<file path="config.mk">
export PLATFORM = sky130hd
export DESIGN_NAME = auto_seq_arbiter_flat
export DESIGN_NICKNAME = d
export VERILOG_FILES = /design/src/rtl/auto_seq_arbiter_if.sv /design/src/rtl/auto_seq_arbiter.sv /design/src/flat_wrapper.sv
export SDC_FILE = /design/constraint.sdc
export NUM_CORES = 1
export LEC_CHECK = 0
export CAP_MARGIN = 15
export CORE_ASPECT_RATIO = 1.75
export CORE_MARGIN = 10
export CORE_UTILIZATION = 43
export DETAILED_ROUTE_END_ITERATION = 7
export GPL_ROUTABILITY_DRIVEN = 0
export PLACE_DENSITY = 0.84
export SETUP_SLACK_MARGIN = 0.3
export SLEW_MARGIN = 20
export SYNTH_ARGS = -nofsm -noshare
export SYNTH_HDL_FRONTEND = slang
export SYNTH_SLANG_ARGS = --single-unit
</file>
<file path="constraint.sdc">
create_clock -name clk -period 2.1 [get_ports clk]
set_input_delay 0.42 -clock clk [delete_from_list [all_inputs] [get_ports clk]]
set_output_delay 0.42 -clock clk [all_outputs]
set_load 0.005 [all_outputs]
</file>
<file path="src/rtl/auto_seq_arbiter_if.sv">
// Requester and engine signals of the round-robin serial engine arbiter.
// The arbiter sits on the slave modport; requesters plus engine stub use master.
interface auto_seq_arbiter_if #(
    parameter int N_REQ = 4,
    parameter int LEN   = 8,
    parameter int IW    = $clog2(N_REQ)
);
    logic [N_REQ-1:0]     req;
    logic [N_REQ*LEN-1:0] req_data;
    logic [N_REQ-1:0]     gnt;
    logic                 busy;
    logic                 done;
    logic [IW-1:0]        done_id;
    logic [LEN-1:0]       res_t1;
    logic [LEN-1:0]       res_t2;
    logic                 eng_init;
    logic                 eng_en;
    logic                 eng_x;
    logic                 eng_t1;
    logic                 eng_t2;

    modport master (
        output req, req_data, eng_t1, eng_t2,
        input  gnt, busy, done, done_id, res_t1, res_t2, eng_init, eng_en, eng_x
    );

    modport slave (
        input  req, req_data, eng_t1, eng_t2,
        output gnt, busy, done, done_id, res_t1, res_t2, eng_init, eng_en, eng_x
    );
endinterface

</file>
<file path="src/rtl/auto_seq_arbiter.sv">
// Round-robin sharing of one serial Mealy engine between N_REQ requesters:
// grant, clear engine, stream the latched word LSB-first, capture t1/t2 per bit.
//
//   state | meaning
//   IDLE  | waiting for any request, round-robin pick from rr_last+1
//   INIT  | one cycle of engine synchronous clear
//   RUN   | LEN cycles streaming sr into the engine, capturing t1/t2
//   DONE  | one-cycle completion pulse, grant released on exit
module auto_seq_arbiter #(
    parameter int N_REQ = 4,
    parameter int LEN   = 8,
    parameter int IW    = $clog2(N_REQ),
    parameter int CW    = $clog2(LEN)
) (
    input  logic               clk,
    input  logic               res,
    auto_seq_arbiter_if.slave  bus
);
    typedef enum logic [1:0] {IDLE, INIT, RUN, DONE} state_t;

    state_t         state;
    logic [IW-1:0]  cur;
    logic [IW-1:0]  rr_last;
    logic [LEN-1:0] sr;
    logic [CW-1:0]  bit_cnt;

    logic [LEN-1:0] words [N_REQ];
    logic [IW-1:0]  pick;
    logic [IW-1:0]  idx;
    logic           pick_vld;

    for (genvar g = 0; g < N_REQ; g++) begin : g_words
        assign words[g] = bus.req_data[g*LEN +: LEN];
    end

    // Descending scan so the candidate closest after rr_last wins.
    always_comb begin
        pick     = '0;
        idx      = '0;
        pick_vld = 1'b0;
        for (int i = N_REQ; i >= 1; i--) begin
            idx = IW'((int'(rr_last) + i) % N_REQ);
            if (bus.req[idx]) begin
                pick     = idx;
                pick_vld = 1'b1;
            end
        end
    end

    always_ff @(posedge clk or negedge res) begin
        if (!res) begin
            state        <= IDLE;
            cur          <= '0;
            rr_last      <= IW'(N_REQ - 1);
            sr           <= '0;
            bit_cnt      <= '0;
            bus.gnt      <= '0;
            bus.busy     <= 1'b0;
            bus.done     <= 1'b0;
            bus.done_id  <= '0;
            bus.res_t1   <= '0;
            bus.res_t2   <= '0;
            bus.eng_init <= 1'b0;
            bus.eng_en   <= 1'b0;
            bus.eng_x    <= 1'b0;
        end else begin
            case (state)
                IDLE: begin
                    bus.done <= 1'b0;
                    if (pick_vld) begin
                        cur          <= pick;
                        rr_last      <= pick;
                        sr           <= words[pick];
                        bus.gnt      <= N_REQ'(1) << pick;
                        bus.busy     <= 1'b1;
                        bus.eng_init <= 1'b1;
                        state        <= INIT;
                    end
                end
                INIT, RUN: begin
                    if (!bus.req[cur]) begin
                        // Abort: results stay partially written, rr_last keeps cur.
                        state        <= IDLE;
                        bus.gnt      <= '0;
                        bus.busy     <= 1'b0;
                        bus.eng_init <= 1'b0;
                        bus.eng_en   <= 1'b0;
                        bus.eng_x    <= 1'b0;
                        bit_cnt      <= '0;
                    end else if (state == INIT) begin
                        bus.eng_init <= 1'b0;
                        bus.eng_en   <= 1'b1;
                        bus.eng_x    <= sr[0];
                        sr           <= sr >> 1;
                        bit_cnt      <= '0;
                        state        <= RUN;
                    end else begin
                        bus.res_t1[bit_cnt] <= bus.eng_t1;
                        bus.res_t2[bit_cnt] <= bus.eng_t2;
                        if (bit_cnt == CW'(LEN - 1)) begin
                            bit_cnt     <= '0;
                            bus.eng_en  <= 1'b0;
                            bus.eng_x   <= 1'b0;
                            bus.done    <= 1'b1;
                            bus.done_id <= cur;
                            state       <= DONE;
                        end else begin
                            bit_cnt   <= bit_cnt + 1'b1;
                            bus.eng_x <= sr[0];
                            sr        <= sr >> 1;
                        end
                    end
                end
                DONE: begin
                    bus.done <= 1'b0;
                    bus.gnt  <= '0;
                    bus.busy <= 1'b0;
                    state    <= IDLE;
                end
                default: state <= IDLE;
            endcase
        end
    end
endmodule

</file>
<file path="src/flat_wrapper.sv">
// flat-port wrapper written by rule: the top's interface ports become plain ports
module auto_seq_arbiter_flat 
#(
    parameter int N_REQ = 4,
    parameter int LEN   = 8,
    parameter int IW    = $clog2(N_REQ),
    parameter int CW    = $clog2(LEN)
)
  (clk, res, bus_req, bus_req_data, bus_eng_t1, bus_eng_t2, bus_gnt, bus_busy, bus_done, bus_done_id, bus_res_t1, bus_res_t2, bus_eng_init, bus_eng_en, bus_eng_x);
  auto_seq_arbiter_if #(.N_REQ(N_REQ), .LEN(LEN), .IW(IW)) bus_i ();
  input  logic clk;
  input  logic res;
  input wire logic [$bits(bus_i.req)-1:0] bus_req;
  input wire logic [$bits(bus_i.req_data)-1:0] bus_req_data;
  input wire logic [$bits(bus_i.eng_t1)-1:0] bus_eng_t1;
  input wire logic [$bits(bus_i.eng_t2)-1:0] bus_eng_t2;
  output wire logic [$bits(bus_i.gnt)-1:0] bus_gnt;
  output wire logic [$bits(bus_i.busy)-1:0] bus_busy;
  output wire logic [$bits(bus_i.done)-1:0] bus_done;
  output wire logic [$bits(bus_i.done_id)-1:0] bus_done_id;
  output wire logic [$bits(bus_i.res_t1)-1:0] bus_res_t1;
  output wire logic [$bits(bus_i.res_t2)-1:0] bus_res_t2;
  output wire logic [$bits(bus_i.eng_init)-1:0] bus_eng_init;
  output wire logic [$bits(bus_i.eng_en)-1:0] bus_eng_en;
  output wire logic [$bits(bus_i.eng_x)-1:0] bus_eng_x;
  assign bus_i.req = bus_req;
  assign bus_i.req_data = bus_req_data;
  assign bus_i.eng_t1 = bus_eng_t1;
  assign bus_i.eng_t2 = bus_eng_t2;
  assign bus_gnt = bus_i.gnt;
  assign bus_busy = bus_i.busy;
  assign bus_done = bus_i.done;
  assign bus_done_id = bus_i.done_id;
  assign bus_res_t1 = bus_i.res_t1;
  assign bus_res_t2 = bus_i.res_t2;
  assign bus_eng_init = bus_i.eng_init;
  assign bus_eng_en = bus_i.eng_en;
  assign bus_eng_x = bus_i.eng_x;
  auto_seq_arbiter #(.N_REQ(N_REQ), .LEN(LEN), .IW(IW), .CW(CW)) u_core (.clk(clk), .res(res), .bus(bus_i));
endmodule
</file>
==> results of run 1 <==
-- sequential cells by signal (all words and copies together) (netlist names) --
register / flops
u_core.bit_cnt: 3
u_core.bus.busy: 1
u_core.bus.done: 1
u_core.bus.done_id: 2
u_core.bus.eng_en: 1
u_core.bus.eng_init: 1
u_core.bus.eng_x: 1
u_core.bus.gnt: 4
u_core.bus.res_t1: 8
u_core.bus.res_t2: 8
u_core.cur: 2
u_core.rr_last: 2
u_core.sr: 8
u_core.state: 2
-- layout make-up --
type                       instances  area [µm²]
timing repair buffer             114        1040
fill                             375        1540
inverter                          10        37.5
multi-input combinational        156        1430
tap                               74        92.6
sequential                        44        1110
clock buffer                       6        82.6
clock inverter                     2        15.0
-- layer usage --
| layer | part of all wire | vias up |
|---|---|---|
| met5 | 0 | - |
| met4 | 0.026 | 0 |
| met3 | 0.062 | 16 |
| met2 | 0.56 | 78 |
| met1 | 0.35 | 1057 |
| li1 | - | 1017 |
-- kinds of logic (layout without fill, tap and decap cells) --
family                     after synthesis  in the layout
AOI/OAI and AO/OA                       59             59
and+or+nand+nor                         56             57
DFF                                     44             44
muxes                                   34             34
buffers and inverters                   19            132
adders and majority gates                6              6
-- final timing paths --
check / depth (start not counted) / slack (ns) / from / endpoint
max in group asynchronous: 2 / 1.75 / res / u_core.rr_last[1]
hold reg to reg: 2 / 0.49 / u_core.bus.gnt[2] / u_core.bus.gnt[2]
min in group clk: 2 / 0.49 / u_core.bus.gnt[2] / u_core.bus.gnt[2]
setup reg to reg: 8 / 0.15 / u_core.rr_last[1] / u_core.sr[7]
setup / recovery: 8 / 0.15 / u_core.rr_last[1] / u_core.sr[7]
hold / removal: 2 / 0.09 / res / u_core.bus.gnt[3]
-- cells in the final DEF, fill, tap and decap left out, types with 3 or more instances in the layout --
cell / synthesis / final
a32o_1: 8 / 8
o21ai_0: 10 / 8
buf_6: 3 / 6
mux2_4: 0 / 15
mux2_2: 26 / 11
nor2_4: 0 / 5
buf_4: 0 / 41
o21ai_1: 10 / 11
nor2_1: 14 / 10
mux2i_1: 6 / 6
inv_1: 10 / 8
clkdlybuf4s50_1: 0 / 61
nand2b_1: 4 / 3
a21oi_1: 8 / 6
nand2_4: 0 / 3
nand2_2: 0 / 6
ha_1: 6 / 3
clkbuf_8: 0 / 6
a211oi_2: 1 / 6
nand2_1: 26 / 17
dfrtp_1: 42 / 40
-- timing repair --
action,in CTS,in global routing
endpoints found under the setup margin,41,38
hold buffers,0,0
setup buffers,8,7
pin swaps,15,8
cloned,1,0
gates resized for setup,46,30
-- power by group through the flow --
stage	Combinational [mW]	Sequential (mW)	Clock, mW
6_report	3.06	1.35	0.556
3_5_place_dp	2.37	1.38	0
4_1_cts	2.80	1.35	0.563
5_1_grt	3.32	1.39	0.596
2_1_floorplan	1.41	1.34	0
3_3_place_gp	2.31	1.37	0
-- stage by stage --
stage / setup WS [ns] / util
floorplan: 0.284 / -
global placement: -0.329 / 0.626
detailed placement: -0.397 / 0.626
CTS: 0.144 / 0.685
global route: 0.0635 / 0.711
finish: 0.145 / 0.711
==> metrics.txt, run 1 <==
area leader, netlist dfrtp_1; outcome finished, final reports clean; post-synthesis compound-gate area fraction 0.186; critical path startpoint category register; Site Rows 35; max-slew violation count 0; Seq pwr share 0.272; total power between 4 and 5 mW; WP data required around 2.3 ns; initial DRC count ~110; placed instance count around 380; CTS clk-pin slew, worst paths around 0.08 ns; adder-cell share of the synthesized area 0.0314; PortBufs 66; design area about 3800 µm²; Slew headroom 0.755; Max Cap Violations 0; Hold Crit Class input port to async pin; top cells by area, synth dfrtp_1 44%, mux2_2 12%, nand2_1 4.1%; sw frac 0.390; Synth top cells by count 42 x dfrtp_1, 26 x mux2_2, 26 x nand2_1, 14 x nor2_1; ys flop type dfrtp_1; RSZ-0062 raised after global routing true; Layout Nets 377; number of global-route vias before repair between 2000 and 2500; Synth Area in XOR/XNOR 0; Post-Layout Cell Count slightly above 400; Root Buffer clkbuf_8; CP cell instances nand2b_4, a21oi_4, o221ai_4, buf_6, buf_6, mux2i_1, nand2_1, a32o_1; num ports between 60 and 70; initial antenna violation count 0; Placement Cell Area 3340 µm²; clock power share 0.112; H-tree depth 2; clk_lat worst skew 0.30 ns; Final Setup Violations 0; Crit Path Class register to register; f_max between 0.5 and 0.6 GHz; slowest library cell on the worst path dfstp_2; Async SR Flop Fraction 1.00; Ys Warns 0; Setup TNS 0 ns; CTS tree done; Mapped Area between 2000 and 2500 µm²; met2 usage 0.285; pwr/cell area ~1300 nW/µm²; main combinational cell family by area after synthesis compound AO/OA/AOI/OAI gates; largest net degree at the start of global routing 45; internal power about 3.0 mW; Final Skew 0.00983 ns; Avg Inst Size Synth roughly 11 µm²; Mapped Cells 218; routed wire length around 7100 µm; met3 Use GR 0.0501; Pre-antenna DRT Iters 5; Starting Density 0.447; Via-to-Cell Ratio 5.34; Syn Nets ~260; DP HPWL 5210 µm; clk sinks 44; total number of vias around 2200; Area Growth Syn to Fin 59.1%; chip width approximately 76 µm; crit path max fanout 7; Synth Area in Simple Gates 0.111; Seq/Total Area, Yosys 0.462; GR Overflow Total 0; Top Usage Layer GRT met2; Antenna diodes 0; Logic pwr share 0.616; Worst IR Drop VDD around 670 µV; CP peak stage delay approximately 0.6 ns; minimum clock period between 1.5 and 2 ns; Worst Hold Slack approximately 0.085 ns; period utilization 0.931; first-pass GRT wire length about 11000 µm; synthesized flop and latch total 44; Net Switching 1.94 mW; post-route ant nets 0; Worst Setup End Kind register; count of flip-flops with a built-in enable after synthesis 0; Worst Tran Pin Value 0.366 ns; most frequent cell on the critical path buf_6; area of the die 9050 µm²; DR DRC count 0; Critical path buffers and inverters 2; core footprint around 5300 µm²; share of cells above drive strength 1 0.416; distinct cell type count after synthesis 44; Max clock buf depth 2; grt met1 use 0.142; Crit path max-delay family flip-flops; total track usage 0.152; CP arrival ~2.2 ns; LEAKAGE around 1.7 nW; Die H 119 µm; most common cell in the netlist dfrtp_1; post-synthesis mux area share 0.163; Hold Fails Final Rpt 0; Num CTS Buffers 5; top cell type's share of synthesized area 0.440; Avg WL per Cell 17.4 µm
No activity file was read; power rests on OpenSTA's default activity.
==> run 2: changes to the inputs <==
--- a/config.mk
+++ b/config.mk
@@ -11,6 +11,7 @@
 export CORE_UTILIZATION = 43
 export DETAILED_ROUTE_END_ITERATION = 7
 export GPL_ROUTABILITY_DRIVEN = 0
+export GPL_TIMING_DRIVEN = 0
 export PLACE_DENSITY = 0.84
 export SETUP_SLACK_MARGIN = 0.3
 export SLEW_MARGIN = 20
==> metrics.txt, run 2 (same netlist as run 1, synthesis figures left out) <==
WP data required 2.32 ns; PortBufs 64; RSZ-0062 raised after global routing true; share of cells above drive strength 1 0.362; most common cell after layout, fill and taps aside clkdlybuf4s50_1; chip width 76.3 µm; Avg WL per Cell between 15 and 20 µm; Worst Tran Pin Value about 0.61 ns; DP HPWL about 4900 µm; design area 3730 µm²; Hold Fails Final Rpt 0; Placement Cell Area roughly 3200 µm²; total power 5.05 mW; Crit Path Class register to register; Post-CTS Hold Buffers 0; Setup TNS 0 ns; CP cell instances buf_6, mux2i_4, o221ai_4, buf_12, buf_8, mux2i_1, mux2_4, a211oi_2; CTS tree done; post-route ant nets 0; Root Buffer clkbuf_8; placed instance count about 360; DP Worst Slack -0.413 ns; r2r startpoint u_core.rr_last[1]; H-tree depth 2; Final Setup Violations 0; number of global-route vias before repair approximately 2400; LEAKAGE ~1.6 nW; CP arrival roughly 2.2 ns; Slew headroom 0.594; Area Growth Syn to Fin 56.2%; Die H roughly 120 µm; Max Cap Violations 0; CP Launch Point u_core.rr_last[1]; most frequent cells in the layout 61 x clkdlybuf4s50_1, 40 x dfrtp_1, 17 x nand2_1, 17 x mux2_4, 14 x buf_4; CTS clk-pin slew, worst paths about 0.09 ns; num ports 67; Layout Nets about 360; Worst Setup End Kind register; Max clock buf depth 2; Via-to-Cell Ratio ~5.6; final worst slack between 0.08 and 0.09 ns; minimum clock period between 2 and 2.5 ns; total number of vias between 2000 and 2500; Starting Density 0.447; core footprint between 5000 and 6000 µm²; clk_lat worst skew about 0.3 ns; GR Overflow Total 0; largest registers u_core.bus.res_t1 (8), u_core.bus.res_t2 (8), u_core.sr (8); Final Core Density 0.698; initial antenna violation count 0; max-slew violation count 0; CP endpoint u_core.sr[2]; R2R Setup Slk ~0.09 ns; pwr/cell area between 1000 and 1500 nW/µm²; CP peak stage delay 0.57 ns; Pre-antenna DRT Iters 4; crit path max fanout 7; outcome finished, final reports clean; area of the die between 9000 and 10000 µm²; total track usage 0.150; period utilization 0.957; f_max ~0.5 GHz; Hold Crit Class input port to async pin; Final Skew 0.00648 ns; Post-Layout Cell Count a little under 400; slowest library cell on the worst path dfstp_2; Worst IR Drop VDD 696 µV; initial DRC count 111; Site Rows 35; critical path startpoint category register; first-pass GRT wire length 11300 µm; clk sinks 44; Antenna diodes 0; routed wire length approximately 7400 µm; Worst Hold Slack around 0.094 ns; R2R depth 8; DR DRC count 0; Num CTS Buffers 5; Critical R2R Capture u_core.sr[2]; largest net degree at the start of global routing 25
-- run 2: cell count changes in the layout (fill, tap and decap cells not counted), moves of 2 or more --
cell	change
buf_4	-27
buf_8	+3
clkbuf_8	+2
clkinvlp_4	-2
dlygate4sd2_1	+2
mux2_2	-2
mux2_4	+2
-- run 2: repair_timing --
action | CTS | global route
cloned | 2 | 0
pin swaps | 10 | 13
setup endpoints to repair | 40 | 36
resized for setup | 27 | 43
setup buffers | 16 | 3
-- run 2: worst min path at each step --
stage	endpoint	startpoint	slack, ns
after floorplan	u_core.bit_cnt[0]	res	0.12
after global placement	u_core.bus.gnt[2]	u_core.bus.gnt[2]	0.47
after detailed placement	u_core.bus.res_t2[6]	res	0.42
after CTS	u_core.sr[1]	res	0.10
after global routing	u_core.bus.res_t2[6]	res	0.14
final	u_core.bus.busy	res	0.09
-- run 2: cell type report --
| cell class | instances | area, µm² |
|---|---|---|
| fill | 370 | 1610 |
| multi-input combinational | 156 | 1430 |
| sequential | 44 | 1110 |
| timing repair buffer | 85 | 836 |
| buffer | 9 | 101 |
| clock buffer | 7 | 96.3 |
| tap | 74 | 92.6 |
| inverter | 10 | 37.5 |
| clock inverter | 1 | 30.0 |
-- run 2: report_power, final --
part	internal (mW)	switching, mW	leakage, nW
clock network	0.420	0.299	0.0645
registers	1.15	0.187	0.568
logic	1.49	1.50	1.00
total	3.07	1.99	1.63
-- run 2: critical path: cells and delay by family (launching register included) --
kind / cells / cell delay, ns
mux: 3 / 0.64
buf+inv: 3 / 0.42
flops: 1 / 0.57
compound gates: 2 / 0.30
-- run 2: routing by layer --
| layer | track usage | share of wire |
|---|---|---|
| met1 | 0.136 | 0.33 |
| met2 | 0.286 | 0.55 |
| met3 | 0.0501 | 0.071 |
| met4 | 0.0724 | 0.042 |
| met5 | 0 | 0 |
